[config.mk]
export PLATFORM = sky130hd
export DESIGN_NAME = pad_bidir_ctrl
export DESIGN_NICKNAME = d
export VERILOG_FILES = /design/src/rtl/pad_bidir_ctrl.sv
export SDC_FILE = /design/constraint.sdc
export NUM_CORES = 1
export LEC_CHECK = 0
export CORE_MARGIN = 1.5
export CORE_UTILIZATION = 43
export CTS_CLUSTER_SIZE = 16
export DETAILED_ROUTE_END_ITERATION = 10
export PLACE_DENSITY_LB_ADDON = 0.25
export SYNTH_ARGS = -nofsm -noshare
export SYNTH_HDL_FRONTEND = slang
export SYNTH_SLANG_ARGS = --single-unit
export TNS_END_PERCENT = 50
[constraint.sdc]
create_clock -name clk -period 1.86 [get_ports clk]
set_clock_uncertainty 0.2 [all_clocks]
set_input_delay 0.372 -clock clk [delete_from_list [all_inputs] [get_ports clk]]
set_output_delay 0.372 -clock clk [all_outputs]
set_load 0.02 [all_outputs]
[src/rtl/pad_bidir_ctrl.sv]
// Bidirectional pad controller: direction FSM with dead-time turnaround,
// registered pad controls, and a multi-stage synchronizer on the pad input.
module pad_bidir_ctrl #(
  parameter int WIDTH       = 8,
  parameter int TURN_CYCLES = 2,
  parameter int SYNC_STAGES = 2
) (
  input  logic             clk,
  input  logic             rst,
  input  logic             dir_out,
  input  logic             tx_valid,
  output logic             tx_ready,
  input  logic [WIDTH-1:0] tx_data,
  output logic             rx_valid,
  output logic [WIDTH-1:0] rx_data,
  output logic             busy,
  input  logic [1:0]       cfg_ds,
  input  logic             cfg_sr,
  output logic [WIDTH-1:0] pad_a,
  input  logic [WIDTH-1:0] pad_y,
  output logic [WIDTH-1:0] pad_oe,
  output logic [WIDTH-1:0] pad_ie,
  output logic             pad_ds0,
  output logic             pad_ds1,
  output logic             pad_sr
);

  typedef enum logic [1:0] {
    ST_IN       = 2'd0,
    ST_TURN_OUT = 2'd1,
    ST_OUT      = 2'd2,
    ST_TURN_IN  = 2'd3
  } state_t;

  localparam logic [3:0] TURN_LOAD = 4'(TURN_CYCLES - 1);
  localparam logic [2:0] FILL_FULL = 3'(SYNC_STAGES);

  state_t           state_reg, state_next;
  logic [3:0]       cnt_reg, cnt_next;
  logic [2:0]       fill_reg;
  logic [WIDTH-1:0] sync_reg [SYNC_STAGES];

  // Next-state logic; dir_out is only sampled in the two stable states.
  always_comb begin
    state_next = state_reg;
    cnt_next   = cnt_reg;
    case (state_reg)
      ST_IN: begin
        if (dir_out) begin
          state_next = ST_TURN_OUT;
          cnt_next   = TURN_LOAD;
        end
      end
      ST_TURN_OUT: begin
        if (cnt_reg == 4'd0) state_next = ST_OUT;
        else                 cnt_next   = cnt_reg - 4'd1;
      end
      ST_OUT: begin
        if (!dir_out) begin
          state_next = ST_TURN_IN;
          cnt_next   = TURN_LOAD;
        end
      end
      ST_TURN_IN: begin
        if (cnt_reg == 4'd0) state_next = ST_IN;
        else                 cnt_next   = cnt_reg - 4'd1;
      end
      default: begin
        state_next = ST_IN;
        cnt_next   = 4'd0;
      end
    endcase
  end

  // pad_oe/pad_ie follow state_next so they switch on the same edge as the state.
  always_ff @(posedge clk or posedge rst) begin
    if (rst) begin
      state_reg <= ST_IN;
      cnt_reg   <= 4'd0;
      pad_oe    <= '0;
      pad_ie    <= '1;
    end else begin
      state_reg <= state_next;
      cnt_reg   <= cnt_next;
      pad_oe    <= {WIDTH{state_next == ST_OUT}};
      pad_ie    <= {WIDTH{state_next == ST_IN}};
    end
  end

  always_ff @(posedge clk or posedge rst) begin
    if (rst) begin
      pad_a <= '0;
    end else if (state_reg == ST_OUT && tx_valid) begin
      pad_a <= tx_data;
    end
  end

  // Drive-strength and slew settings are frozen while actively driving.
  always_ff @(posedge clk or posedge rst) begin
    if (rst) begin
      pad_ds0 <= 1'b0;
      pad_ds1 <= 1'b0;
      pad_sr  <= 1'b0;
    end else if (state_reg != ST_OUT) begin
      pad_ds0 <= cfg_ds[0];
      pad_ds1 <= cfg_ds[1];
      pad_sr  <= cfg_sr;
    end
  end

  generate
    for (genvar gi = 0; gi < SYNC_STAGES; gi++) begin : g_sync
      always_ff @(posedge clk or posedge rst) begin
        if (rst)          sync_reg[gi] <= '0;
        else if (gi == 0) sync_reg[gi] <= pad_y;
        else              sync_reg[gi] <= sync_reg[(gi == 0) ? 0 : gi - 1];
      end
    end
  endgenerate

  // Counts clocks spent in IN so rx_valid waits for the chain to refill.
  always_ff @(posedge clk or posedge rst) begin
    if (rst)                        fill_reg <= 3'd0;
    else if (state_reg != ST_IN)    fill_reg <= 3'd0;
    else if (fill_reg != FILL_FULL) fill_reg <= fill_reg + 3'd1;
  end

  assign rx_data  = sync_reg[SYNC_STAGES-1];
  assign rx_valid = (state_reg == ST_IN) && (fill_reg == FILL_FULL);
  assign tx_ready = (state_reg == ST_OUT);
  assign busy     = (state_reg == ST_TURN_OUT) || (state_reg == ST_TURN_IN);

endmodule

==> out/qor.csv <==
stage,metric,value,unit
cells_and_area,Area Growth Syn to Fin,42.4,%
cts,clk slew on worst S/H paths,80,ps
detailed_routing,post-detailed-route count of antenna-violating nets,0,
pwr,Peak VDD IR,0.974,mV
sta,max-slew violations,0,
setup_path,Setup crit end kind,primary output,
place,# port buffers,60,
pwr,Lkg Pwr,1.11,nW
synthesis,Mapped Avg Cell Area,13.6,um2
cts,H-tree depth,2,
place,post-DP HPWL,2120,um
cells_and_area,Layout Nets,193,
setup_path,Worst Reg-to-Reg Cells,6,
grt,GRT Total Usage,0.152,
place,Final GP Congestion,0.708,
detailed_routing,vias per inst,4.51,
setup_path,critical path type,reg -> out,
sta,Slew @ Worst Pin,344,ps
cells_and_area,n_diodes,0,
status,status,"complete, no violations",
synthesis,Mapped Area,1610,um2
detailed_routing,Routed WL,2810,um
synthesis,post-synthesis async set-or-reset flop share,1.00,
synthesis,Post-synth EDFFs,0,
floorplan,I/O pin count,61,
sta,RSZ-0062 raised after global routing,true,
synthesis,YS warnings,0,
sta,fmax,549,MHz
floorplan,die area,4110,um2
sta,endpoints failing setup,0,
cts,clk_lat worst skew,280,ps
cells_and_area,Final Non-Filler Cells,216,
pwr,PwrDens,1590,nW/um2
hold_path,HP Class,in -> async,
grt,GRT overflow,0,
synthesis,register area share after synthesis,0.593,
cells_and_area,utilization after layout,0.629,
place,Place WS,-180,ps
detailed_routing,drt drc,0,
sta,Period minus WS final,1820,ps
sta,fin crit share,0.979,
synthesis,syn_nets,144,
sta,final worst setup slack,38.8,ps
setup_path,Crit Path Max Fanout,2,
cells_and_area,sequential standard cell area,955,um2
floorplan,row count,22,
grt,initial antenna violation count,0,
grt,first-pass GRT wire length,4690,um
cts,CTS buffer count,5,
cts,clk buf depth,2,
floorplan,core box area,3630,um2
detailed_routing,first-pass detailed-route iteration total,4,
place,placed cells,207,
synthesis,"FF+latch count, synth",38,
detailed_routing,vias post-DR,974,
grt,vias in the first global route,986,
setup_path,crit path DAT,1250,ps
cells_and_area,FILL cells,303,
cells_and_area,multi-input logic area,442,um2
synthesis,main flop type after synthesis,dfrtp_1,
cts,Sink Count,38,
cells_and_area,most frequent cells in the layout,"35 x dfrtp_1, 35 x clkdlybuf4s50_1, 18 x dlygate4sd2_1",
setup_path,"Req. time, crit path",1290,ps
setup_path,CP startpoint kind,flip-flop,
grt,largest net degree at the start of global routing,24,
floorplan,die width,64.1,um
synthesis,synth unique cells,29,
detailed_routing,Iter 0 DRT Violations,18,
floorplan,initial cell density of the core,0.442,
sta,Rel. slew slack,0.765,
run,max_cap viols,0,
sta,final hold viol count,0,
cts,root buf cell,clkbuf_8,
synthesis,Synth Instances,118,
cells_and_area,fraction of layout cells with a size suffix above 1,0.232,
floorplan,Die Ht,64.1,um
cts,CTS tree,yes,
detailed_routing,drt wl/cell,13.0,um
cts,hold_buf cts,0,
-- cells by family (layout without fill, tap and decap cells) --
| kind of cell | count (synthesis) | after routing | share of synthesized area |
|---|---|---|---|
| xor gates and xnor gates | 3 | 3 | 0.0164 |
| adders and majority gates | 3 | 3 | 0.0234 |
| and+or+nand+nor | 18 | 18 | 0.0834 |
| buffers and inverters | 34 | 84 | 0.141 |
| AOI/OAI and AO/OA | 11 | 11 | 0.0468 |
| muxes | 11 | 11 | 0.0959 |
| DFF | 38 | 38 | 0.593 |
-- metrics by stage --
step	instance area (um2)	setup TNS (ps)	total power [mW]	hold slack [ps]
2_1_floorplan	1610	0	2.39	131
3_3_place_gp	2130	-98.5	2.89	132
3_5_place_dp	2130	-180	2.95	135
4_1_cts	2250	-193	3.65	153
5_1_grt	2290	-39.7	3.82	161
6_report	2290	0	3.62	150
-- report_power, final --
| group | internal (mW) | total, mW | switching (mW) |
|---|---|---|---|
| logic | 0.767 | 1.56 | 0.795 |
| registers | 1.05 | 1.23 | 0.179 |
| clock network | 0.537 | 0.830 | 0.293 |
-- what timing repair did --
item	in CTS	in global routing
gates resized for setup	24	13
setup endpoints to repair	20	7
setup buffers	0	1
pin swaps	0	0
-- worst paths after layout --
path / from / endpoint / slack [ps]
worst max-delay path: fill_reg[0] / rx_valid / 40
worst min-delay path: rst / pad_oe[0] / 150
worst max register to register: fill_reg[0] / fill_reg[1] / 180
worst min register to register: sync_reg[10] / rx_data[2] / 150
max in group asynchronous: rst / state_reg[0] / 850
min in group clk: sync_reg[10] / rx_data[2] / 150
-- metal layers --
layer  global-route usage  vias to the layer above  wire length (um)
li1                     -                      462                 -
met1                0.175                      475              1080
met2                0.270                       35              1540
met3               0.0405                        2               160
met4               0.0559                        0                20
met5                    0                        -                 0
-- synthesized netlist by cell type (2+ instances only) --
cell type	count	area (um2)
inv_1	8	30.0
mux2_2	3	33.8
nand2_1	2	7.51
mux2_4	8	120
nor3_1	4	20.0
nor2_1	2	7.51
nand2b_1	3	18.8
o21ai_0	5	25.0
dfrtp_1	37	926
o2bb2ai_1	2	17.5
buf_6	2	22.5
xnor2_1	2	17.5
ha_1	3	37.5
buf_4	22	165
-- cell type report --
cell class,count,share of cell area
Clock buffer,5,0.0301
Clock inverter,3,0.0301
Inverter,8,0.0131
Multi-Input combinational cell,46,0.193
Sequential cell,38,0.418
Tap cell,48,0.0263
Timing Repair Buffer,68,0.290
-- critical path, cell delays in order (launching register included) --
cell	delay, ps
dfrtp_1	380
inv_1	60
ha_2	210
nand2b_4	60
nor3_2	100
buf_4	160
Power figures use the tool's default switching activity.
